## config.mk

```make
export PLATFORM = sky130hd
export DESIGN_NAME = data_mem_arbiter
export DESIGN_NICKNAME = d
export VERILOG_FILES = /design/src/rtl/data_mem_arbiter.sv
export SDC_FILE = /design/constraint.sdc
export NUM_CORES = 1
export LEC_CHECK = 0
export BUFFER_PORTS_ARGS = -buffer_cell sky130_fd_sc_hd__buf_2
export CORE_UTILIZATION = 52
export CTS_CLUSTER_SIZE = 25
export DETAILED_ROUTE_END_ITERATION = 16
export GPL_ROUTABILITY_DRIVEN = 1
export HOLD_SLACK_MARGIN = 0.15
export PLACE_DENSITY = 0.95
export SLEW_MARGIN = 20
export SYNTH_ARGS = -nofsm -noshare
export SYNTH_HDL_FRONTEND = slang
export SYNTH_SLANG_ARGS = --single-unit
export TNS_END_PERCENT = 10
```

## constraint.sdc

```tcl
create_clock -name clk -period 8.92 [get_ports clk]
set_input_delay 0.892 -clock clk [delete_from_list [all_inputs] [get_ports clk]]
set_output_delay 0.892 -clock clk [all_outputs]
set_load 0.02 [all_outputs]
```

## src/rtl/data_mem_arbiter.sv

```systemverilog
// Data memory arbiter: shares the single-port data memory between the CPU
// load/store port and a DMA/loader port. One request is latched at a time,
// issued to the memory for one cycle, and then held until the read latency
// or the write stall has elapsed.
module data_mem_arbiter #(
  parameter int unsigned READ_LAT     = 1,
  parameter int unsigned DMA_MAX_WAIT = 8,
  parameter logic [3:0]  DMA_MASK     = 4'b0111
) (
  input  logic        clk,
  input  logic        rst,
  input  logic        cpu_memread,
  input  logic        cpu_memwrite,
  input  logic [31:0] cpu_addr,
  input  logic [31:0] cpu_wdata,
  input  logic [3:0]  cpu_sign_mask,
  output logic [31:0] cpu_rdata,
  output logic        cpu_stall,
  input  logic        dma_req,
  input  logic        dma_we,
  input  logic [31:0] dma_addr,
  input  logic [31:0] dma_wdata,
  output logic        dma_gnt,
  output logic        dma_rvalid,
  output logic [31:0] dma_rdata,
  output logic [31:0] mem_addr,
  output logic [31:0] mem_wdata,
  output logic        mem_memread,
  output logic        mem_memwrite,
  output logic [3:0]  mem_sign_mask,
  input  logic [31:0] mem_rdata,
  input  logic        mem_clk_stall
);

  typedef enum logic [1:0] {
    S_IDLE  = 2'd0,
    S_ISSUE = 2'd1,
    S_WAIT  = 2'd2,
    S_DONE  = 2'd3
  } state_e;

  localparam logic [2:0] READ_LAT_C  = 3'(READ_LAT);
  localparam logic [7:0] MAX_WAIT_C  = 8'(DMA_MAX_WAIT);
  localparam logic [3:0] WR_TMO_LAST = 4'd15;

  state_e      state_q, state_d;
  logic        own_dma_q, own_dma_d;
  logic        wr_q, wr_d;
  logic [31:0] addr_q, addr_d;
  logic [31:0] wdata_q, wdata_d;
  logic [3:0]  mask_q, mask_d;
  logic [2:0]  wait_cnt_q, wait_cnt_d;
  logic [3:0]  tmo_q, tmo_d;
  logic [7:0]  starve_q, starve_d;
  logic [31:0] cpu_rdata_q, cpu_rdata_d;
  logic [31:0] dma_rdata_q, dma_rdata_d;
  logic        gnt_c;
  logic        cpu_req;
  logic        dma_win;
  logic        busy;

  assign cpu_req = cpu_memread | cpu_memwrite;
  // DMA takes the slot when it has starved long enough or the CPU is quiet.
  assign dma_win = dma_req & ((starve_q == MAX_WAIT_C) | ~cpu_req);

  // State and latched-request registers; reset aborts any access in flight.
  always_ff @(posedge clk or posedge rst) begin
    if (rst) begin
      state_q     <= S_IDLE;
      own_dma_q   <= 1'b0;
      wr_q        <= 1'b0;
      addr_q      <= '0;
      wdata_q     <= '0;
      mask_q      <= '0;
      wait_cnt_q  <= '0;
      tmo_q       <= '0;
      starve_q    <= '0;
      cpu_rdata_q <= '0;
      dma_rdata_q <= '0;
    end else begin
      state_q     <= state_d;
      own_dma_q   <= own_dma_d;
      wr_q        <= wr_d;
      addr_q      <= addr_d;
      wdata_q     <= wdata_d;
      mask_q      <= mask_d;
      wait_cnt_q  <= wait_cnt_d;
      tmo_q       <= tmo_d;
      starve_q    <= starve_d;
      cpu_rdata_q <= cpu_rdata_d;
      dma_rdata_q <= dma_rdata_d;
    end
  end

  // Next-state logic: arbitration in IDLE, latency/stall tracking in WAIT.
  always_comb begin
    state_d     = state_q;
    own_dma_d   = own_dma_q;
    wr_d        = wr_q;
    addr_d      = addr_q;
    wdata_d     = wdata_q;
    mask_d      = mask_q;
    wait_cnt_d  = wait_cnt_q;
    tmo_d       = tmo_q;
    cpu_rdata_d = cpu_rdata_q;
    dma_rdata_d = dma_rdata_q;
    gnt_c       = 1'b0;

    unique case (state_q)
      S_IDLE: begin
        if (dma_win) begin
          own_dma_d = 1'b1;
          wr_d      = dma_we;
          addr_d    = dma_addr;
          wdata_d   = dma_wdata;
          mask_d    = DMA_MASK;
          gnt_c     = 1'b1;
          state_d   = S_ISSUE;
        end else if (cpu_req) begin
          own_dma_d = 1'b0;
          // A store wins over a load if both are raised together.
          wr_d      = cpu_memwrite;
          addr_d    = cpu_addr;
          wdata_d   = cpu_wdata;
          mask_d    = cpu_sign_mask;
          state_d   = S_ISSUE;
        end
      end
      S_ISSUE: begin
        wait_cnt_d = READ_LAT_C;
        tmo_d      = '0;
        state_d    = S_WAIT;
      end
      S_WAIT: begin
        if (!wr_q) begin
          // Read data is valid in the last WAIT cycle.
          if (wait_cnt_q <= 3'd1) begin
            wait_cnt_d = '0;
            state_d    = S_DONE;
            if (own_dma_q) dma_rdata_d = mem_rdata;
            else           cpu_rdata_d = mem_rdata;
          end else begin
            wait_cnt_d = wait_cnt_q - 3'd1;
          end
        end else begin
          // Writes finish when the memory drops its stall, or after the guard.
          if (!mem_clk_stall || (tmo_q == WR_TMO_LAST)) begin
            state_d = S_DONE;
          end else begin
            tmo_d = tmo_q + 4'd1;
          end
        end
      end
      S_DONE: begin
        state_d = S_IDLE;
      end
      default: begin
        state_d = S_IDLE;
      end
    endcase
  end

  // Starvation counter: counts denied DMA request cycles, saturating.
  always_comb begin
    starve_d = starve_q;
    if (!dma_req || gnt_c) begin
      starve_d = '0;
    end else if (starve_q != MAX_WAIT_C) begin
      starve_d = starve_q + 8'd1;
    end
  end

  assign busy = (state_q == S_ISSUE) || (state_q == S_WAIT);

  // Memory command only in ISSUE; address/data/mask held through WAIT.
  assign mem_addr      = busy ? addr_q  : '0;
  assign mem_wdata     = busy ? wdata_q : '0;
  assign mem_sign_mask = busy ? mask_q  : '0;
  assign mem_memread   = (state_q == S_ISSUE) & ~wr_q;
  assign mem_memwrite  = (state_q == S_ISSUE) &  wr_q;

  // Grant is suppressed while reset is held so a grant is never lost.
  assign dma_gnt    = gnt_c & ~rst;
  assign dma_rvalid = (state_q == S_DONE) & own_dma_q & ~wr_q;
  assign dma_rdata  = dma_rdata_q;
  assign cpu_rdata  = cpu_rdata_q;
  assign cpu_stall  = cpu_req & ~((state_q == S_DONE) & ~own_dma_q);

endmodule

```

### Yosys cells after proc, flatten, opt, wreduce, memory -nomap -nowiden

Cells that the tools add are included.

* register bits after elaboration: 151
* input bits: 171
* output and inout port bits: 137
* logic and storage cells: 86

* $add $sub $neg: 3
* $lt $le $gt $ge: 1
* eq/ne operators: 12
* mux-type cells: 29
* bitwise gates (word level): 15
* reduce and logical (&&, ||, !) cells: 15

Operator list (number)
* $mux W32: 6
* $mux W4: 5
* $mux W8: 2
* $mux W2: 5
* $ne A3 B3 Y1 const B: 3
* $add A8 B1 Y8 const B: 1
* $and A1 B1 Y1: 8
* $eq A8 B4 Y1 const B: 1
* $ne A8 B4 Y1 const B: 1
* $pmux W2 S4: 1
* $pmux W4 S2: 1
* $reduce_and A4 Y1: 2
* $mux W1: 6
* $mux W3: 2
* $ne A2 B2 Y1 const B: 3
* $pmux W3 S2: 1
* $reduce_and A3 Y1: 2
* $reduce_bool A2 Y1: 3
* $not A1 Y1: 5
* $add A4 B1 Y4 const B: 1
* $eq A2 B2 Y1 const B: 2
* $eq A4 B4 Y1 const B: 1
* $reduce_and A2 Y1: 2
* $le A3 B1 Y1 const B: 1
* other kinds (6): 10

### Longest topological paths before layout

* word-level depth: 8
* gate-level depth with buffers: 8
* mapped depth without buffers: 6

### Least setup slack after synthesis

Ideal clock, no wire load.

* kind: input port to output port
* start: in cpu_memread
* end: out dma_gnt
* data arrival time: 1931 ps
* required time: 8028 ps
* slack: 6097 ps
* cell stages on the path: 4
* path buffers: 1
* cells stage by stage: nor3b_1 a21oi_2 clkbuf_1 nor3_1

* longest elaborated chain between the ends: 7

RTL lines
* from (decl): line 12 `input logic cpu_memread,`
* $or A1 B1 Y1: line 62 `assign cpu_req = cpu_memread | cpu_memwrite;`
* $not A1 Y1: line 64 `assign dma_win = dma_req & ((starve_q == MAX_WAIT_C) | ~cpu_req);`
* $or A1 B1 Y1: line 64
* $and A1 B1 Y1: line 64
* $mux W1: line 111 `if (dma_win) begin`
* $mux W1: line 109 `unique case (state_q)`
* $and A1 B1 Y1: line 183 `assign dma_gnt = gnt_c & ~rst;`
* to (decl): line 23 `output logic dma_gnt,`

No other way between the ends.

### Worst setup path after layout

* start: reg starve_q[0]
* end: out dma_gnt

* longest elaborated chain between the ends: 6

RTL lines
* from (decl): line 54 `logic [7:0] starve_q, starve_d;`
* from (signal assigned): line 89 `starve_q <= starve_d;`
* $eq A8 B4 Y1: line 64
* $or A1 B1 Y1: line 64
* $and A1 B1 Y1: line 64
* $mux W1: line 111
* $mux W1: line 109
* $and A1 B1 Y1: line 183

No other way between the ends.

==> out/metrics.yaml <==
timing.clock.skew_ns: 0.008549
endpoint_kind: "primary output"
simple_gate_portion_of_the_synthesized_area_pct: 17.26
final_cell_count_no_fill: 1183
timing.final.hold_violations: 0
place.detailed.hpwl_mm: 13.84
drc: 0
wl_per_cell_um: 17.10
number_of_antenna_violations_at_the_first_check_in_global_routing: 3
net_count_of_the_finished_layout: 1173
placement.setup.worst_slack_ns: 5.758
max_slew_margin_pct: 27.85
syn-num-nets: 886
top_signal_layer_used: "met5"
synth_edf_count: 0
start_kind: "flop"
ctsHoldBuffers: 0
drt-total-wl_mm: 20.23
synth_area_leader_cell: "sky130_fd_sc_hd__dfrtp_1"
post_synth_fa_ha_maj_area_fraction_pct: 1.573
final_core_util_pct: 70.15
grt_setup_unrepaired: "no"
status: "finished clean"
arrival_time_of_data_at_the_critical_path_endpoint_ns: 2.27
synth_warnings: 0
r2r_end: "dma_rdata[3]"
clk_latency_ns: 0.42
port-buffer-count: 307
filler_cell_count: 984
h_tree_levels: 4
timing.max_cap.violations: 0
setup_ws_ns: 5.755
met2RoutedLength_mm: 10.59
setup_viol_count_final: 0
core_region_area_um2: 13350
die_width_um: 119.3
fin_tns_setup_ns: 0
register_clock_pin_slew_on_the_reported_worst_setup_and_hold_paths_ns: 0.06
post_synth_xor_area_fraction_pct: 0.7343
maximum_operating_frequency_ghz: 0.3159
netlist_area_um2: 7157
power_density_relative_to_cell_area_nw_per_um2: 431.3
synth_seq_area_share_pct: 52.80
drc_marker_count_from_the_first_detailed_route_iteration: 454
critical_path_required_time_ns: 8.03
worst_ir_drop_vdd_v: 0.0002937
tritoncts.num_buffers: 17
grt_first_pass_wirelength_mm: 31.25
dieArea_um2: 14240
syn_to_final_growth_pct: 30.84
synthTopCellsByCount: "sky130_fd_sc_hd__dfrtp_1, sky130_fd_sc_hd__a21oi_1, sky130_fd_sc_hd__nand2_1, sky130_fd_sc_hd__nor2_1, sky130_fd_sc_hd__and2_1"
synth_area_per_cell_um2: 10.14
finalWorstPathRequiredPeriod_ns: 3.165
met3WireLength_mm: 1.531
clock_tree.buffer_depth: 2
worst_pin_slew_ns: 1.082
globalplace.congestion: 0.8322
postCtsSetupRepairBufs: 0
dp.cells: 1150
worstHoldStart: "mask_q[0]"
routed_via_density: 5.379
yosysMostFrequentCell: "sky130_fd_sc_hd__dfrtp_1"
gr-total-overflow: 0
synth_top_flop_cell: "sky130_fd_sc_hd__dfrtp_1"
detailedRoute.firstPassIterationCount: 5
timing.critical_path.fanout_max: 68
worstRegToRegCells: 5
cts_repair_resize_count: 0
hold_path_class: "flop to flop"
syn_inst: 706
netlist.area_leader.share_pct: 52.80
whs_endpoint: "mask_q[0]"
cts_tree: "done"
synth_top_family_by_area: "simple AND/OR/NAND/NOR gates"
start_util_pct: 53.62
detail-route-antenna-nets: 0
whs_ns: 0.4659
timing.setup.critical_path_class: "flop to primary output"
finalMaxSlewViolations: 0
netlist-cell-type-count: 46
grt.total_usage_pct: 28.42
layout-drive-gt1-share_pct: 41.45
first_global_vias: 6277
ys_ff_latch: 151
detail_route.wirelength.met1_mm: 7.539
die_height_um: 119.3
worstHoldPathCells: 2
final.period_utilization_pct: 35.48
grt_start_max_net_pins: 91
power.static_leakage_uw: 0.004834
async_s_r_ff_share_synth_pct: 100.0
synth.area.top_cells: "sky130_fd_sc_hd__dfrtp_1, sky130_fd_sc_hd__a21oi_1, sky130_fd_sc_hd__mux2_4, sky130_fd_sc_hd__and2_1, sky130_fd_sc_hd__mux2_2"
cts-root-buf: "sky130_fd_sc_hd__clkbuf_16"
pin_count: 308
synth-compound-area-share_pct: 12.05
worstReg2RegStart: "state_q[0]"
r2r_slack_ns: 6.26
route.vias.total: 6363
num_rows: 42
clkSinkCount: 151
synth_mux_area_share_pct: 11.78
## where the power goes
part	internal, uW	total, uW	switching [uW]
logic	826	2150	1320
registers	1010	1200	189
clock network	402	695	293
## registers in the layout, indices dropped and copies added, names as in the netlist
signal      flops
dma_rdata      32
wdata_q        32
cpu_rdata      32
mask_q          4
own_dma_q       1
wr_q            1
tmo_q           4
starve_q        8
state_q         2
wait_cnt_q      3
addr_q         32
## layer usage
layer | track usage (%) | up-vias
met5 | 0 | -
met4 | 12.19 | 2
met3 | 7.807 | 42
met2 | 50.51 | 314
met1 | 31.87 | 3054
li1 | - | 2951
## layout by cell type (no fill, tap or decap), drive strengths merged, types with 7 or more instances in the layout
cell	count
buf	313
mux2	64
ha	9
a21oi	138
clkbuf	20
inv	17
dfrtp	151
nand3	7
nand2	83
and2	70
nor2	76
o21ai	7
## cells by family (layout without fill, tap and decap cells)
group / count (synthesis) / count (layout)
flip-flops: 151 / 151
AND/OR/NAND/NOR: 257 / 257
AO/OA/AOI/OAI: 160 / 160
buffers and inverters: 58 / 358
other: 0 / 1
adder cells (fa/ha/maj): 9 / 9
XOR/XNOR: 6 / 6
multiplexers: 65 / 65
## cell type report
class	instances	area, um^2	area share (%)
inverter	13	53.80	0.5746
clock buffer	20	456.7	4.877
sequential	151	3779	40.35
clock inverter	12	117.6	1.256
timing repair buffer	313	1582	16.89
antenna	1	2.502	0.02672
multi-input combinational	497	3153	33.67
tap	176	220.2	2.352
## worst max-delay path by stage
stage | startpoint | to | slack (ns) | cells past startpoint
floorplan | rst | addr_q[0] | 3.96 | 1
global placement | dma_req | dma_gnt | 5.77 | 6
detailed placement | dma_req | dma_gnt | 5.76 | 6
CTS | state_q[0] | mem_addr[22] | 5.62 | 4
global route | starve_q[0] | dma_gnt | 5.57 | 7
finish | starve_q[0] | dma_gnt | 5.75 | 7
## worst max-delay path, cell delays in order, from the launching register on
cell and delay, ns:
sky130_fd_sc_hd__dfrtp_1 0.43, sky130_fd_sc_hd__inv_1 0.08, sky130_fd_sc_hd__ha_1 0.14, sky130_fd_sc_hd__nor4b_4 0.37, sky130_fd_sc_hd__a21oi_4 0.08, sky130_fd_sc_hd__buf_4 0.34, sky130_fd_sc_hd__nor3_1 0.21, sky130_fd_sc_hd__buf_2 0.19
## stage by stage
stage          area, um^2  power [uW]
4_1_cts              9351        4046
6_report             9364        4038
3_5_place_dp         8777        3330
3_3_place_gp         8777        3255
2_1_floorplan        7157        2608
5_1_grt              9364        4267
Power figures use the tool's default switching activity.
